[config.mk]
export PLATFORM = sky130hd
export DESIGN_NAME = button_debounce
export DESIGN_NICKNAME = d
export VERILOG_FILES = /design/src/rtl/button_debounce.sv
export SDC_FILE = /design/constraint.sdc
export NUM_CORES = 1
export LEC_CHECK = 0
export ABC_CLOCK_PERIOD_IN_PS = 3600
export CAP_MARGIN = 20
export CORE_MARGIN = 2
export CORE_UTILIZATION = 35
export DETAILED_ROUTE_END_ITERATION = 10
export GPL_ROUTABILITY_DRIVEN = 1
export PLACE_DENSITY_LB_ADDON = 0.15
export REMOVE_ABC_BUFFERS = 1
export SETUP_SLACK_MARGIN = 0.05
export SYNTH_ARGS = -nofsm -noshare
export SYNTH_HDL_FRONTEND = slang
export SYNTH_SLANG_ARGS = --single-unit
export TNS_END_PERCENT = 100
[constraint.sdc]
create_clock -name CLK -period 3.6 [get_ports CLK]
set_clock_uncertainty 0.1 [all_clocks]
set_input_delay 0.36 -clock CLK [delete_from_list [all_inputs] [get_ports CLK]]
set_output_delay 0.36 -clock CLK [all_outputs]
set_load 0.05 [all_outputs]
[src/rtl/button_debounce.sv]
// Debounced push-button with PRESS/RELEASE pulses and an optional LONG_PRESS pulse.
// Define BUTTON_DEBOUNCE_LONGPRESS_EN to build the hold counter; otherwise LONG_PRESS is tied to 0.
module button_debounce #(
    parameter int unsigned DEBOUNCE_CYCLES = 120000,
    parameter int unsigned HOLD_CYCLES     = 12000000
) (
    input  logic CLK,
    input  logic RST_N,
    input  logic BTN,
    output logic PRESSED,
    output logic PRESS,
    output logic RELEASE,
    output logic LONG_PRESS
);

    localparam logic [1:0] ST_UP      = 2'd0;
    localparam logic [1:0] ST_DN_PEND = 2'd1;
    localparam logic [1:0] ST_DOWN    = 2'd2;
    localparam logic [1:0] ST_UP_PEND = 2'd3;

    localparam logic [23:0] DEB_LAST = 24'(DEBOUNCE_CYCLES - 1);

    if (DEBOUNCE_CYCLES < 1 || DEBOUNCE_CYCLES > 32'h00FF_FFFF ||
        HOLD_CYCLES < 1 || HOLD_CYCLES > 32'h03FF_FFFF) begin : g_bad_param
        $error("button_debounce: DEBOUNCE_CYCLES or HOLD_CYCLES out of range");
    end

    logic        sync1_q, sync_q;
    logic [1:0]  state_q, state_d;
    logic [23:0] deb_cnt_q, deb_cnt_d;
    logic        pressed_q, pressed_d;
    logic        press_q, press_d;
    logic        release_q, release_d;

    // The counter only advances while a PEND state keeps seeing its target level,
    // so it is zero on every PEND entry and never exceeds DEB_LAST.
    always_comb begin
        state_d   = state_q;
        deb_cnt_d = '0;
        case (state_q)
            ST_UP: begin
                if (sync_q) state_d = ST_DN_PEND;
            end
            ST_DN_PEND: begin
                if (!sync_q)                    state_d = ST_UP;
                else if (deb_cnt_q == DEB_LAST) state_d = ST_DOWN;
                else                            deb_cnt_d = deb_cnt_q + 24'd1;
            end
            ST_DOWN: begin
                if (!sync_q) state_d = ST_UP_PEND;
            end
            ST_UP_PEND: begin
                if (sync_q)                     state_d = ST_DOWN;
                else if (deb_cnt_q == DEB_LAST) state_d = ST_UP;
                else                            deb_cnt_d = deb_cnt_q + 24'd1;
            end
            default: state_d = ST_UP;
        endcase

        pressed_d = (state_d == ST_DOWN) || (state_d == ST_UP_PEND);
        press_d   = pressed_d && !pressed_q;
        release_d = !pressed_d && pressed_q;
    end

    always_ff @(posedge CLK) begin
        if (!RST_N) begin
            sync1_q   <= 1'b0;
            sync_q    <= 1'b0;
            state_q   <= ST_UP;
            deb_cnt_q <= '0;
            pressed_q <= 1'b0;
            press_q   <= 1'b0;
            release_q <= 1'b0;
        end else begin
            sync1_q   <= BTN;
            sync_q    <= sync1_q;
            state_q   <= state_d;
            deb_cnt_q <= deb_cnt_d;
            pressed_q <= pressed_d;
            press_q   <= press_d;
            release_q <= release_d;
        end
    end

    assign PRESSED = pressed_q;
    assign PRESS   = press_q;
    assign RELEASE = release_q;

`ifdef BUTTON_DEBOUNCE_LONGPRESS_EN
    localparam logic [25:0] HOLD_MAX = 26'(HOLD_CYCLES);

    logic [25:0] hold_q, hold_d;
    logic        long_press_q, long_press_d;

    // Saturating at HOLD_MAX makes the pulse fire once per press, and a rejected
    // UP_PEND glitch keeps counting because UP_PEND still counts as held.
    always_comb begin
        hold_d       = '0;
        long_press_d = 1'b0;
        if (state_q == ST_DOWN || state_q == ST_UP_PEND) begin
            if (hold_q != HOLD_MAX) begin
                hold_d       = hold_q + 26'd1;
                long_press_d = (hold_d == HOLD_MAX);
            end else begin
                hold_d = hold_q;
            end
        end
    end

    always_ff @(posedge CLK) begin
        if (!RST_N) begin
            hold_q       <= '0;
            long_press_q <= 1'b0;
        end else begin
            hold_q       <= hold_d;
            long_press_q <= long_press_d;
        end
    end

    assign LONG_PRESS = long_press_q;
`else
    assign LONG_PRESS = 1'b0;
`endif

endmodule

==> reports/results.ini, run 1 <==
[layout]
num-nets-final=163
final_core_density_pct=41.25
drive_gt1_share_pct=8.125
area_growth_pct=14.75
mostFrequentLayoutCell=sky130_fd_sc_hd__dfxtp_1
mostFrequentLayoutCells=30 x sky130_fd_sc_hd__dfxtp_1, 16 x sky130_fd_sc_hd__nor2_1, 11 x sky130_fd_sc_hd__nand2_1
final_cell_area_sq_mm=0.001499
layout.filler_cells=381
layoutNonFillerInstCount=208
n_antenna_cell=0

[sta]
worst_pin_slew_ns=0.4963
fmaxAchievable_ghz=0.4745
slew_violations=0
final-hold-violation-count=0
unrepaired_setup_endpoints_after_global_routing=no
final.period_utilization_pct=58.54
holdWs_ns=0.3346
final_period_minus_worst_setup_slack_ns=2.108
finalSetupTns_ns=0
max-slew-margin-rel_pct=66.81
timing.final.setup_violations=0

[power_and_ir_drop]
netSwitchingPower_mw=0.1261
irDropWorstVdd_v=0.0002836
swShare_pct=20.47
leakage_nw=0.4533
share_clk_of_total_power_pct=44.6
cellPowerDensity_mw_per_mm2=411.1
pwr-share-comb_pct=1.2
power.sequential.fraction_pct=54.2
power.internal_mw=0.4901

[drt]
detail_route.wirelength_mm=2.439
routedLengthMet1_mm=1.202
dr.max_layer_used=met4
initialDrtViolationCount=50
final_antenna_net_count=0
detail_route.drc_violations=0
met3_length_um=87
vias=1080
vias_per_cell=5.192
post_drt_wl_per_cell_um=11.73
met2WireLength_mm=1.098
pre_antenna_drt_iters=4

[status]
status=complete, no violations

[placement]
placed_cell_area_sq_mm=0.001408
io_buffer_count=5
gp_congestion=0.7272
dp.final_hpwl_mm=1.706
placedCellCount=200

[global_route]
grt_max_degree=25
grt_pass1_vias=971
antenna_found_initial=0
wire_length_of_the_first_global_routing_pass_mm=4.202
global_route.usage.total_pct=13.53
grt.overflow.total=0

[die]
floorplan.core_area_sq_mm=0.003633
start_util_pct=35.95
die_w_um=65.09
die-area_sq_mm=0.004237
die_height_um=65.09
rows=22
floorplan.io_pins=7

[clock_tree]
clkLatencyLatePin_ns=0.28
post-cts-setup-buffer-count=0
clk_pin_slew_ns=0.06
number_of_cells_upsized_or_downsized_after_cts=0
clkSinkCount=30
numCtsBuffers=5
cts.hold.buffers_added=0
root_buffer=sky130_fd_sc_hd__clkbuf_8
h-tree-depth=2
cts_tree=built
clock_path_buffers=2

[yosys]
postSynthCellCount=150
yosys_most_used_dff=sky130_fd_sc_hd__dfxtp_1
postSynthRegisterBits=30
synthArstFlopShare_pct=0
netlist_area_sq_mm=0.001306
yosysWarnings=0
synthDistinctLibCells=33
number_of_enable_flip_flop_cells_after_synthesis=0
syn-mean-instance-area_sq_um=8.708
ys_seq_area_share_pct=45.98

[critical_path]
cp-start-kind=flip-flop
cp_data_required_time_ns=3.72
path_class=flip-flop to flip-flop
crit_path_end_kind=flip-flop
worstPathArrival_ns=2.23
crit_path_max_fanout=10

[job]
max-cap-violations=0

[hold_path]
min_path_type=flip-flop to flip-flop

==> power by group through the flow <==
stage / sequential, mW / combinational (mW) / clock [mW]
6_report: 0.334 / 0.00738 / 0.275
3_3_place_gp: 0.341 / 0.00713 / 0
4_1_cts: 0.334 / 0.00739 / 0.285
2_1_floorplan: 0.341 / 0.00416 / 0
3_5_place_dp: 0.341 / 0.00736 / 0
5_1_grt: 0.334 / 0.00796 / 0.300
==> Yosys cell counts (2+ instances only) <==
library cell | count | share of area [%]
sky130_fd_sc_hd__and2_1 | 3 | 1.4
sky130_fd_sc_hd__dfxtp_1 | 30 | 46
sky130_fd_sc_hd__buf_2 | 2 | 0.77
sky130_fd_sc_hd__nand4_1 | 5 | 2.4
sky130_fd_sc_hd__nor2_1 | 16 | 4.6
sky130_fd_sc_hd__and3_1 | 5 | 2.4
sky130_fd_sc_hd__o21ai_0 | 7 | 2.7
sky130_fd_sc_hd__inv_1 | 4 | 1.1
sky130_fd_sc_hd__xor2_1 | 7 | 4.7
sky130_fd_sc_hd__nand3_1 | 8 | 3.1
sky130_fd_sc_hd__nand2_1 | 11 | 3.2
sky130_fd_sc_hd__a21oi_1 | 9 | 3.4
sky130_fd_sc_hd__nor3_1 | 5 | 1.9
sky130_fd_sc_hd__xnor2_1 | 6 | 4.0
sky130_fd_sc_hd__nor4_1 | 4 | 1.9
sky130_fd_sc_hd__or4_1 | 2 | 1.1
sky130_fd_sc_hd__o31ai_1 | 3 | 1.7
sky130_fd_sc_hd__or3_1 | 7 | 3.4
sky130_fd_sc_hd__and4_1 | 2 | 1.3
==> layout make-up <==
cell class	instances	area [sq um]	area share [%]
repair buffers	6	57.56	3.840
clock inverters	1	5.005	0.3339
multi-input cells	112	674.4	44.99
well taps	48	60.06	4.007
flip-flops and latches	30	600.6	40.07
inverters	4	15.01	1.002
clock buffers	7	86.33	5.760
==> worst paths after layout <==
check             slack (ns)          from             to  cells after the start
setup / recovery        1.49  deb_cnt_q[7]  deb_cnt_q[23]                      4
hold / removal          0.33       sync1_q         sync_q                      1
setup reg to reg        1.49  deb_cnt_q[7]  deb_cnt_q[23]                      4
hold reg to reg         0.33       sync1_q         sync_q                      1
==> layer usage <==
layer	global-route usage [%]	vias to the layer above
met5	0	-
met3	7.192	5
met1	16.29	516
li1	-	551
met4	6.250	0
met2	19.85	8
==> state kept, by name (all words and copies together) (netlist names) <==
signal,cells
PRESS,1
sync_q,1
state_q,2
RELEASE,1
deb_cnt_q,24
sync1_q,1
==> worst max-delay path, stage by stage (launching register included) <==
cell and delay [ns]:
sky130_fd_sc_hd__dfxtp_1 0.43, sky130_fd_sc_hd__nand4_1 0.13, sky130_fd_sc_hd__or4_1 0.70, sky130_fd_sc_hd__or4_4 0.57, sky130_fd_sc_hd__a21oi_2 0.13
==> cell families (layout without fill, tap and decap cells) <==
kind of cell	after synthesis	count (layout)	share of synthesized area, %
buffers and inverters	8	18	2.777
adders and majority gates	1	1	0.9577
AOI/OAI and AO/OA	23	23	10.44
and+or+nand+nor	74	74	30.84
other	1	1	0.2871
xor gates and xnor gates	13	13	8.717
DFF	30	30	45.98
==> stage by stage <==
step	power, mW	setup slack [ns]
floorplan	0.3453	0.8271
global placement	0.3483	1.542
detailed placement	0.3486	1.506
CTS	0.6258	1.496
global route	0.6419	1.275
finish	0.6163	1.492
Power figures use the tool's default switching activity.
==> inputs of run 2 (changes only) <==
- ABC_CLOCK_PERIOD_IN_PS: 3600 -> 1700
- clock period: 3.6 -> 1.7 ns (I/O delays scaled with it)
==> run 2 against run 1 <==
The flow now finishes with violations (setup timing). First-iteration DRC count is 30% higher. Critical endpoint is now deb_cnt_q[21]. Register-to-register slack got worse by 1.6 ns. Sequential cell count is the same. Maximum frequency is 17% higher. Largest power group unchanged. Via count up 15%. Global-route usage up 3.0 points. Setup slack worse by 1.6 ns. Worst hold slack got worse by 0.0016 ns. Utilization rose by 15 points. Cell count up 20%.
==> reports/results.ini, run 2 (same netlist as run 1, synthesis figures left out) <==
[layout]
mostFrequentLayoutCell=sky130_fd_sc_hd__buf_4
n_antenna_cell=0  ; unchanged
regMostFlops=deb_cnt_q
area_growth_pct=55.65
reg_top3=deb_cnt_q x24, state_q x2
final_core_density_pct=55.96  ; +15 points
drive_gt1_share_pct=46.77  ; +39 points
largest_reg_flops=24  ; unchanged
final_cell_area_sq_mm=0.002033  ; +36%
layoutNonFillerInstCount=249  ; +20%
mostFrequentLayoutCells=38 x sky130_fd_sc_hd__buf_4, 19 x sky130_fd_sc_hd__dfxtp_1, 11 x sky130_fd_sc_hd__nor2_1
num-nets-final=204  ; +25%

[power_and_ir_drop]
cellPowerDensity_mw_per_mm2=689.7  ; +68%
total_power_mw=1.402  ; +130%
leakage_nw=0.7213  ; +59%
irDropWorstVdd_v=0.0005046  ; +78%

[global_route]
wire_length_of_the_first_global_routing_pass_mm=5.223  ; +24%
antenna_found_initial=0  ; unchanged
global_route.usage.total_pct=16.54  ; +3.0 points
grt.overflow.total=0  ; unchanged
grt_pass1_vias=1188  ; +22%
grt_max_degree=15  ; -40%

[sta]
fmaxAchievable_ghz=0.5567  ; +17%
final_period_minus_worst_setup_slack_ns=1.796  ; -0.3112 ns
slew_violations=0  ; unchanged
timing.final.setup_violations=18  ; +18
final-hold-violation-count=0  ; unchanged
unrepaired_setup_endpoints_after_global_routing=yes
finalWorstSetupSlack_ns=-0.09637  ; -1.589 ns
final.period_utilization_pct=105.7  ; +47 points

[drt]
routedLengthMet1_mm=1.460  ; +21%
dr.max_layer_used=met4
vias=1244  ; +15%
met2WireLength_mm=1.653  ; +51%
pre_antenna_drt_iters=4  ; unchanged
vias_per_cell=4.996  ; -3.8%
initialDrtViolationCount=65  ; +30%
detail_route.drc_violations=0  ; unchanged
detail_route.wirelength_mm=3.275  ; +34%
met3_length_um=85  ; -2.3%
post_drt_wl_per_cell_um=13.15  ; +12%
final_antenna_net_count=0  ; unchanged

[clock_tree]
cts.hold.buffers_added=0  ; unchanged
clock_path_buffers=2  ; unchanged
numCtsBuffers=5  ; unchanged
clkLatencyLatePin_ns=0.29  ; about the same
clkSinkCount=30  ; unchanged
h-tree-depth=2  ; unchanged
root_buffer=sky130_fd_sc_hd__clkbuf_8
clk_pin_slew_ns=0.06  ; about the same
cts_tree=built

[job]
max-cap-violations=0  ; unchanged

[placement]
placedCellCount=232  ; +16%
dp.final_hpwl_mm=2.119  ; +24%
pre_cts_slack_ns=-0.1518  ; -1.658 ns
io_buffer_count=5  ; unchanged
placed_cell_area_sq_mm=0.001640  ; +17%
gp_congestion=0.7913  ; +8.8%

[critical_path]
cp-start-kind=flip-flop
cp_data_required_time_ns=1.83  ; -1.89 ns
worstPathArrival_ns=1.92  ; -0.31 ns
crit_path_end_kind=flip-flop
crit_path_max_fanout=5  ; -5
path_class=flip-flop to flip-flop

[die]
floorplan.core_area_sq_mm=0.003633  ; unchanged
start_util_pct=35.95  ; unchanged
die-area_sq_mm=0.004237  ; unchanged
rows=22  ; unchanged
die_w_um=65.09  ; unchanged
die_height_um=65.09  ; unchanged
floorplan.io_pins=7  ; unchanged

[hold_path]
min_path_type=flip-flop to flip-flop

[status]
status=finished, violations left
failed_checks=setup timing

-- run 2: cell count changes in the layout (fill, tap and decap cells not counted), sizes merged --
cell           change
buf               +44
clkbuf             +1
clkdlybuf4s50      -3
clkinv             -1
-- run 2: worst max-delay path, stage by stage (launching register included) --
cell	delay, ns
sky130_fd_sc_hd__dfxtp_4	0.38
sky130_fd_sc_hd__nand3_4	0.09
sky130_fd_sc_hd__or4_4	0.54
sky130_fd_sc_hd__buf_6	0.15
sky130_fd_sc_hd__or3_4	0.36
sky130_fd_sc_hd__a21oi_2	0.13
-- run 2: per-layer routing --
metal | global-route usage, % | vias to the layer above
met5 | 0 | -
met4 | 9.635 | 0
met3 | 4.623 | 8
met2 | 27.84 | 11
met1 | 18.73 | 590
li1 | - | 635
-- run 2: final cells by class --
type / count / area [sq um]
Multi-Input combinational cell: 112 / 842.1
Sequential cell: 30 / 619.3
Tap cell: 48 / 60.06
Clock buffer: 8 / 110.1
Fill cell: 344 / 1600
Timing Repair Buffer: 47 / 386.6
Inverter: 4 / 15.01
-- run 2: worst paths after layout --
path              depth (start not counted)            end  slack (ns)         start
setup / recovery                          5  deb_cnt_q[21]        -0.1  deb_cnt_q[0]
hold / removal                            1         sync_q        0.33       sync1_q
setup reg to reg                          5  deb_cnt_q[21]        -0.1  deb_cnt_q[0]
hold reg to reg                           1         sync_q        0.33       sync1_q
-- run 2: stage by stage --
stage	setup TNS, ns	hold WS, ns
global placement	-1.631	0.3140
floorplan	-25.12	0.1838
global route	-2.648	0.3558
detailed placement	-2.135	0.3196
finish	-0.7813	0.3330
CTS	-1.719	0.3366
-- run 2: repair_timing --
action,4_1_cts,5_1_grt
pin swaps,13,19
resized for setup,11,48
gates cloned,1,1
setup endpoints to repair,27,28
buffers inserted,4,4
-- run 2: power by group --
part,switching (mW),leakage [nW],internal [mW]
Clock,0.273,0.0575,0.408
Sequential,0.00129,0.248,0.702
Combinational,0.0101,0.415,0.00707
Total,0.284,0.721,1.12
